### config.mk
export PLATFORM = sky130hd
export DESIGN_NAME = pixel_to_char_grid_flat
export DESIGN_NICKNAME = d
export VERILOG_FILES = /design/src/rtl/pixel_to_char_grid_pkg.sv /design/src/rtl/pixel_to_char_grid_if.sv /design/src/rtl/pixel_to_char_grid_frame_blink_counter.sv /design/src/rtl/pixel_to_char_grid.sv /design/src/flat_wrapper.sv
export SDC_FILE = /design/constraint.sdc
export NUM_CORES = 1
export LEC_CHECK = 0
export BUFFER_PORTS_ARGS = -buffer_cell sky130_fd_sc_hd__clkbuf_2
export CORE_AREA = 5 5 118 75
export CTS_CLUSTER_SIZE = 14
export DETAILED_ROUTE_END_ITERATION = 12
export DIE_AREA = 0 0 123 80
export PLACE_DENSITY_LB_ADDON = 0.05
export SLEW_MARGIN = 20
export SYNTH_ARGS = -nofsm -noshare
export SYNTH_HDL_FRONTEND = slang
export SYNTH_SLANG_ARGS = --single-unit
### constraint.sdc
create_clock -name clk -period 2.3 [get_ports clk]
set_input_delay 0.46 -clock clk [delete_from_list [all_inputs] [get_ports clk]]
set_output_delay 0.46 -clock clk [all_outputs]
set_load 0.01 [all_outputs]
### src/rtl/pixel_to_char_grid_pkg.sv
// Shared widths, default text-grid geometry and arithmetic helpers for the
// pixel-to-character mapper and the char RAM that sits next to it.
package pixel_to_char_grid_pkg;

  localparam int IDX_W = 11;
  localparam int PIX_W = 10;
  localparam int CX_W  = 4;
  localparam int CY_W  = 5;
  localparam int SCR_W = 5;
  localparam int SUM_W = IDX_W + 1;

  localparam int DEF_CHAR_W     = 8;
  localparam int DEF_CHAR_H     = 16;
  localparam int DEF_COLS       = 80;
  localparam int DEF_ROWS       = 25;
  localparam int DEF_X_START    = 0;
  localparam int DEF_Y_START    = 32;
  localparam int DEF_TEXT_CELLS = DEF_ROWS * DEF_COLS;

  typedef struct packed {
    logic             win;
    logic [CX_W-1:0]  cx;
    logic [CY_W-1:0]  cy;
    logic [IDX_W-1:0] col;
    logic [IDX_W-1:0] row_base;
  } stage1_t;

  // row * cols as a shift-and-add over the row bits; cols is a constant
  function automatic logic [IDX_W-1:0] row_offset(input logic [SCR_W-1:0] row, input int cols);
    logic [IDX_W-1:0] acc;
    acc = '0;
    for (int i = 0; i < SCR_W; i++) begin
      if (row[i]) acc = acc + IDX_W'(cols << i);
      else        acc = acc;
    end
    return acc;
  endfunction

  function automatic logic [IDX_W-1:0] wrap_add(input logic [IDX_W-1:0] base, input int step,
                                                input int cells);
    logic [SUM_W-1:0] sum;
    sum = {1'b0, base} + SUM_W'(step);
    if (sum >= SUM_W'(cells)) sum = sum - SUM_W'(cells);
    else                      sum = sum;
    return sum[IDX_W-1:0];
  endfunction

endpackage

### src/rtl/pixel_to_char_grid_if.sv
// Pixel-coordinate input and character-cell output bundle between the VGA
// timing generator (master) and the grid mapper (slave).
interface pixel_to_char_grid_if;
  import pixel_to_char_grid_pkg::*;

  logic [PIX_W-1:0] pix_x;
  logic [PIX_W-1:0] pix_y;
  logic [SCR_W-1:0] scroll_row;
  logic             cursor_en;
  logic [IDX_W-1:0] cursor_index;
  logic             en;
  logic [IDX_W-1:0] char_index;
  logic [CX_W-1:0]  char_pixel_x;
  logic [CY_W-1:0]  char_pixel_y;
  logic             cursor_hit;

  modport master (
    output pix_x, pix_y, scroll_row, cursor_en, cursor_index,
    input  en, char_index, char_pixel_x, char_pixel_y, cursor_hit
  );

  modport slave (
    input  pix_x, pix_y, scroll_row, cursor_en, cursor_index,
    output en, char_index, char_pixel_x, char_pixel_y, cursor_hit
  );

endinterface

### src/rtl/pixel_to_char_grid_frame_blink_counter.sv
// Counts frames and flips the cursor blink phase every BLINK_FRAMES ticks.
module frame_blink_counter #(
  parameter int BLINK_FRAMES = 30
) (
  input  logic clk,
  input  logic rst_n,
  input  logic frame_tick,
  output logic phase_visible
);

  localparam int CNT_W = (BLINK_FRAMES > 1) ? $clog2(BLINK_FRAMES) : 1;
  localparam logic [CNT_W-1:0] CNT_LAST = CNT_W'(BLINK_FRAMES - 1);

  logic [CNT_W-1:0] cnt_r;
  logic [CNT_W-1:0] cnt_s;
  logic             vis_s;

  // next frame count and blink phase
  always_comb begin
    cnt_s = cnt_r;
    vis_s = phase_visible;
    if (frame_tick) begin
      if (cnt_r == CNT_LAST) begin
        cnt_s = '0;
        vis_s = ~phase_visible;
      end else begin
        cnt_s = cnt_r + CNT_W'(1);
      end
    end else begin
      cnt_s = cnt_r;
    end
  end

  // counter and phase registers
  always_ff @(posedge clk or negedge rst_n) begin
    if (!rst_n) begin
      cnt_r         <= '0;
      phase_visible <= 1'b1;
    end else begin
      cnt_r         <= cnt_s;
      phase_visible <= vis_s;
    end
  end

endmodule

### src/rtl/pixel_to_char_grid.sv
// Maps the streamed pixel coordinate to a character cell index and intra-cell
// offset with incremental counters; two-stage pipeline, scroll and cursor blink.
module pixel_to_char_grid
  import pixel_to_char_grid_pkg::*;
#(
  parameter int CHAR_W       = DEF_CHAR_W,
  parameter int CHAR_H       = DEF_CHAR_H,
  parameter int COLS         = DEF_COLS,
  parameter int ROWS         = DEF_ROWS,
  parameter int X_START      = DEF_X_START,
  parameter int Y_START      = DEF_Y_START,
  parameter int BLINK_FRAMES = 30
) (
  input logic                 clk,
  input logic                 rst_n,
  pixel_to_char_grid_if.slave bus
);

  localparam int TEXT_CELLS = ROWS * COLS;
  localparam logic [PIX_W:0]   X_LO     = (PIX_W + 1)'(X_START);
  localparam logic [PIX_W:0]   X_HI     = (PIX_W + 1)'(X_START + COLS * CHAR_W);
  localparam logic [PIX_W:0]   Y_LO     = (PIX_W + 1)'(Y_START);
  localparam logic [PIX_W:0]   Y_HI     = (PIX_W + 1)'(Y_START + ROWS * CHAR_H);
  localparam logic [CX_W-1:0]  CX_LAST  = CX_W'(CHAR_W - 1);
  localparam logic [CY_W-1:0]  CY_LAST  = CY_W'(CHAR_H - 1);
  localparam logic [SCR_W:0]   ROWS_L   = (SCR_W + 1)'(ROWS);

  logic [PIX_W:0]   x_s;
  logic [PIX_W:0]   y_s;
  logic             x_in_s;
  logic             y_in_s;
  logic             frame_start_s;
  logic             line_start_s;
  logic             frame_tick_s;
  logic             phase_visible_s;
  logic [IDX_W-1:0] scroll_base_s;
  logic [IDX_W-1:0] idx_s;
  logic             synced_r;
  stage1_t          s1_r;
  stage1_t          s1_s;

  assign x_s           = {1'b0, bus.pix_x};
  assign y_s           = {1'b0, bus.pix_y};
  assign x_in_s        = (x_s >= X_LO) && (x_s < X_HI);
  assign y_in_s        = (y_s >= Y_LO) && (y_s < Y_HI);
  assign frame_start_s = (x_s == X_LO) && (y_s == Y_LO);
  assign line_start_s  = (x_s == X_LO) && y_in_s && (y_s > Y_LO);
  // blink counts completed frames, so the first sync after reset only starts frame 0
  assign frame_tick_s  = frame_start_s & synced_r;
  assign idx_s         = s1_r.row_base + s1_r.col;

  // first displayed row offset; out-of-range scroll values show row 0
  always_comb begin
    if ({1'b0, bus.scroll_row} < ROWS_L) scroll_base_s = row_offset(bus.scroll_row, COLS);
    else                                 scroll_base_s = '0;
  end

  // stage 1: window compare and cell counters for the current pixel
  always_comb begin
    s1_s     = s1_r;
    s1_s.win = x_in_s & y_in_s & (synced_r | frame_start_s);
    if (x_s == X_LO) begin
      s1_s.cx  = '0;
      s1_s.col = '0;
    end else if (s1_r.cx == CX_LAST) begin
      s1_s.cx  = '0;
      s1_s.col = s1_r.col + IDX_W'(1);
    end else begin
      s1_s.cx  = s1_r.cx + CX_W'(1);
    end
    if (frame_start_s) begin
      s1_s.cy       = '0;
      s1_s.row_base = scroll_base_s;
    end else if (line_start_s) begin
      if (s1_r.cy == CY_LAST) begin
        s1_s.cy       = '0;
        s1_s.row_base = wrap_add(s1_r.row_base, COLS, TEXT_CELLS);
      end else begin
        s1_s.cy       = s1_r.cy + CY_W'(1);
      end
    end else begin
      s1_s.cy = s1_r.cy;
    end
  end

  // stage 1 registers and sync flag
  always_ff @(posedge clk or negedge rst_n) begin
    if (!rst_n) begin
      s1_r     <= '0;
      synced_r <= 1'b0;
    end else begin
      s1_r     <= s1_s;
      synced_r <= synced_r | frame_start_s;
    end
  end

  // stage 2: gated output fields and cursor compare
  always_ff @(posedge clk or negedge rst_n) begin
    if (!rst_n) begin
      bus.en           <= 1'b0;
      bus.char_index   <= '0;
      bus.char_pixel_x <= '0;
      bus.char_pixel_y <= '0;
      bus.cursor_hit   <= 1'b0;
    end else begin
      bus.en           <= s1_r.win;
      bus.char_index   <= s1_r.win ? idx_s : '0;
      bus.char_pixel_x <= s1_r.win ? s1_r.cx : '0;
      bus.char_pixel_y <= s1_r.win ? s1_r.cy : '0;
      bus.cursor_hit   <= s1_r.win & bus.cursor_en & phase_visible_s &
                          (idx_s == bus.cursor_index);
    end
  end

  frame_blink_counter #(
    .BLINK_FRAMES(BLINK_FRAMES)
  ) u_blink (
    .clk          (clk),
    .rst_n        (rst_n),
    .frame_tick   (frame_tick_s),
    .phase_visible(phase_visible_s)
  );

endmodule
### src/flat_wrapper.sv
// flat-port wrapper written by rule: the top's interface ports become plain ports
module pixel_to_char_grid_flat import pixel_to_char_grid_pkg::*;
#(
  parameter int CHAR_W       = DEF_CHAR_W,
  parameter int CHAR_H       = DEF_CHAR_H,
  parameter int COLS         = DEF_COLS,
  parameter int ROWS         = DEF_ROWS,
  parameter int X_START      = DEF_X_START,
  parameter int Y_START      = DEF_Y_START,
  parameter int BLINK_FRAMES = 30
)
  (clk, rst_n, bus_pix_x, bus_pix_y, bus_scroll_row, bus_cursor_en, bus_cursor_index, bus_en, bus_char_index, bus_char_pixel_x, bus_char_pixel_y, bus_cursor_hit);
  pixel_to_char_grid_if bus_i ();
  input logic clk;
  input logic rst_n;
  input wire logic [$bits(bus_i.pix_x)-1:0] bus_pix_x;
  input wire logic [$bits(bus_i.pix_y)-1:0] bus_pix_y;
  input wire logic [$bits(bus_i.scroll_row)-1:0] bus_scroll_row;
  input wire logic [$bits(bus_i.cursor_en)-1:0] bus_cursor_en;
  input wire logic [$bits(bus_i.cursor_index)-1:0] bus_cursor_index;
  output wire logic [$bits(bus_i.en)-1:0] bus_en;
  output wire logic [$bits(bus_i.char_index)-1:0] bus_char_index;
  output wire logic [$bits(bus_i.char_pixel_x)-1:0] bus_char_pixel_x;
  output wire logic [$bits(bus_i.char_pixel_y)-1:0] bus_char_pixel_y;
  output wire logic [$bits(bus_i.cursor_hit)-1:0] bus_cursor_hit;
  assign bus_i.pix_x = bus_pix_x;
  assign bus_i.pix_y = bus_pix_y;
  assign bus_i.scroll_row = bus_scroll_row;
  assign bus_i.cursor_en = bus_cursor_en;
  assign bus_i.cursor_index = bus_cursor_index;
  assign bus_en = bus_i.en;
  assign bus_char_index = bus_i.char_index;
  assign bus_char_pixel_x = bus_i.char_pixel_x;
  assign bus_char_pixel_y = bus_i.char_pixel_y;
  assign bus_cursor_hit = bus_i.cursor_hit;
  pixel_to_char_grid #(.CHAR_W(CHAR_W), .CHAR_H(CHAR_H), .COLS(COLS), .ROWS(ROWS), .X_START(X_START), .Y_START(Y_START), .BLINK_FRAMES(BLINK_FRAMES)) u_core (.clk(clk), .rst_n(rst_n), .bus(bus_i));
endmodule
==> flow_metrics.tcl <==
set metrics [dict create \
    outcome "completed" \
    path_buf_inv 1 \
    crit_path_end_kind "flop" \
    final_util_pct 55.9 \
    p_leak_nw 2.03 \
    hold_viol 0 \
    cts_max_level 3 \
    vias 2822 \
    whs_ns 0.132 \
    critPathKind "input port to flop" \
    crit_fanout 3 \
    drcViolationCount 0 \
    place_inst 537 \
    cp_common_cell "ha_1" \
    min_period_ns 2.18 \
    cts.reportedPaths.clkPinSlew_ns 0.05 \
    detail-route-antenna-nets 0 \
    async_reset_ff_share_pct 100 \
    start_kind "input port" \
    design.portCount 61 \
    critPathArrivalTime_ns 2.40 \
    r2r_start "u_core.s1_r[5]" \
    track_usage_pct 17.5 \
    gr-total-overflow 0 \
    reg2reg_slack_ns 0.12 \
    fin_crit_sh_pct 94.9 \
    clk_path_buf_depth 2 \
    design.die.area_um2 9840 \
    finalNetCount 498 \
    area_delta_synth_final_pct 28.8 \
    fp.coreArea_um2 7660 \
    portBuffers 60 \
    hp-class "input port to async pin" \
    tns_ns 0 \
    cp_slowest_stage_delay_ns 0.32 \
    crit_chain "clkbuf_2 > ha_1 > mux2_4 > ha_1 > mux2_4 > ha_1 > nand2b_1 > o2111a_1 > a21o_1" \
    synth_ff_type "dfrtp_1" \
    synth_edf_count 0 \
    multi_input_area_um2 1870 \
    grt_pass1_vias 2715 \
    fill_cells 702 \
    slowest_stage "ha_1" \
    path_delay_family "adder cells" \
    n_antenna_cell 0 \
    die_x_um 123 \
    rsz0062_at_grt "no" \
    die_h_um 80 \
    skew_ns 0.00673 \
    antenna_found_initial 0 \
    insertion_delay_ns 0.33 \
    netlist_area_um2 3330 \
    maxSlewHeadroom_pct 66.1 \
    post-dp-hpwl_mm 5.99 \
    p_total_mw 3.57 \
    maxCapViolations 0 \
    drv_slew 0 \
    setup_violations 0 \
    grt_pass1_wl_mm 13.2 \
    synth_cells 352 \
    gp_congestion 0.815 \
    grt_max_degree 58 \
    ys_ff_latch 57 \
    ir_worst_vdd_mv 0.398 \
    drt_iter0_markers 155 \
    vias_per_cell 5.09 \
    first_pass_iters 4 \
    cts.sinks 57 \
    cts_tree "built" \
    drt-total-wl_mm 7.99 \
    avgRoutedWirePerCell_um 14.4 \
    yosysWarnings 0 \
    worstReg2RegEnd "u_core.bus.cursor_hit" \
    worstRegToRegCells 8 \
    seq_area_frac_synth_pct 42.9 \
    avgSynthCellArea_um2 9.45 \
    drive_gt1_share_pct 27.6 \
    finalNonFillerCells 554 \
    numCtsBuffers 9 \
    worstPathRequired_ns 2.52 \
    cts_root_buf "clkbuf_16" \
    synth.distinct_cells 51 \
    initial_utilization_pct 43.4 \
    seq_area_um2 1430 \
    syn_nets 408 \
    worstMarginPinSlew_ns 0.502 \
    rows 25 \
    fmax_ghz 0.458 \
    pwr_density_cell_nw_per_um2 834 \
]
[report_power, final]
group	internal, mW	total [mW]	switching, mW
logic	0.498	1.03	0.537
registers	1.13	1.26	0.137
clock network	0.823	1.27	0.449
[synthesized netlist by cell type, drive strengths merged, types with 2 or more instances]
master / n / area share, %
a21o: 3 / 0.68
a21oi: 13 / 2.0
a311oi: 2 / 0.53
a31oi: 3 / 0.56
and2: 24 / 4.5
and3: 6 / 1.1
and4b: 2 / 0.60
buf: 6 / 0.98
clkbuf: 7 / 0.83
dfrtp: 56 / 42
ha: 17 / 6.4
inv: 4 / 0.45
mux2: 2 / 0.68
nand2: 25 / 2.8
nand2b: 3 / 0.56
nand3: 19 / 2.9
nand4: 8 / 1.5
nor2: 27 / 3.1
nor2b: 9 / 1.7
nor3: 17 / 2.6
nor3b: 3 / 0.68
nor4: 6 / 1.5
nor4b: 2 / 0.53
o211ai: 2 / 0.45
o21a: 2 / 0.45
o21ai: 19 / 2.9
o21bai: 2 / 0.45
or2: 2 / 0.38
or3: 3 / 0.56
xnor2: 23 / 6.1
xor2: 20 / 5.3
[cell usage in the layout (no fill, tap or decap), types with 12 or more instances in the layout]
cell,Yosys,layout
a21oi_1,13,12
and2_1,24,24
buf_4,1,31
clkbuf_2,1,60
dfrtp_1,56,56
ha_1,17,15
nand2_1,25,25
nand3_1,19,19
nor2_1,26,25
nor3_1,17,17
o21ai_0,18,18
xnor2_1,23,22
xor2_1,20,20
[state kept, by name (all words and copies together) (netlist names)]
name / flops
u_core.u_blink.phase_visible: 1
u_core.bus.en: 1
u_core.s1_r: 28
u_core.bus.char_index: 11
u_core.bus.cursor_hit: 1
u_core.bus.char_pixel_y: 5
u_core.synced_r: 1
u_core.u_blink.cnt_r: 5
u_core.bus.char_pixel_x: 4
[stage by stage]
step	setup WS, ns	area (um^2)
2_1_floorplan	0.000715	3330
3_3_place_gp	-0.141	3950
3_5_place_dp	-0.219	3950
4_1_cts	0.0666	4240
5_1_grt	0.00532	4290
6_report	0.117	4290
[layer usage]
| layer | global-route usage (%) | vias to the layer above | routed length [um] |
|---|---|---|---|
| li1 | - | 1417 | - |
| met5 | 0 | - | 0 |
| met1 | 24.7 | 1322 | 3980 |
| met3 | 4.96 | 18 | 451 |
| met4 | 6.74 | 0 | 157 |
| met2 | 25.1 | 65 | 3400 |
[kinds of logic (layout without fill, tap and decap cells)]
kind of cell,count (synthesis),count (layout),synth area share [%]
simple gates,160,160,26.0
flops,57,57,42.9
compound gates,54,54,10.0
xor+xnor,43,43,11.3
fa+ha+maj,17,17,6.39
buf+inv,17,111,2.26
mux,3,3,0.978
other cells,1,1,0.113
[timing repair]
action	4_1_cts	5_1_grt
hold buffers	0	0
pin swaps	0	1
gates resized for setup	1	7
buffers inserted	0	2
setup endpoints to repair	1	2
cloned	0	0
[area by class of cell]
cell class	instances	area share [%]
multi-input combinational	278	43.6
sequential	57	33.3
timing repair buffer	92	12.9
clock buffer	9	5.26
tap	108	3.15
clock inverter	6	1.40
inverter	4	0.350
[worst max-delay path by stage]
stage,start,endpoint,cells after the start
2_1_floorplan,bus_scroll_row[0],u_core.s1_r[9],8
3_3_place_gp,bus_scroll_row[0],u_core.s1_r[9],9
3_5_place_dp,bus_scroll_row[0],u_core.s1_r[9],9
4_1_cts,u_core.s1_r[5],u_core.bus.cursor_hit,7
5_1_grt,u_core.s1_r[5],u_core.bus.cursor_hit,8
6_report,bus_scroll_row[0],u_core.s1_r[9],9
Power figures use the tool's default switching activity.
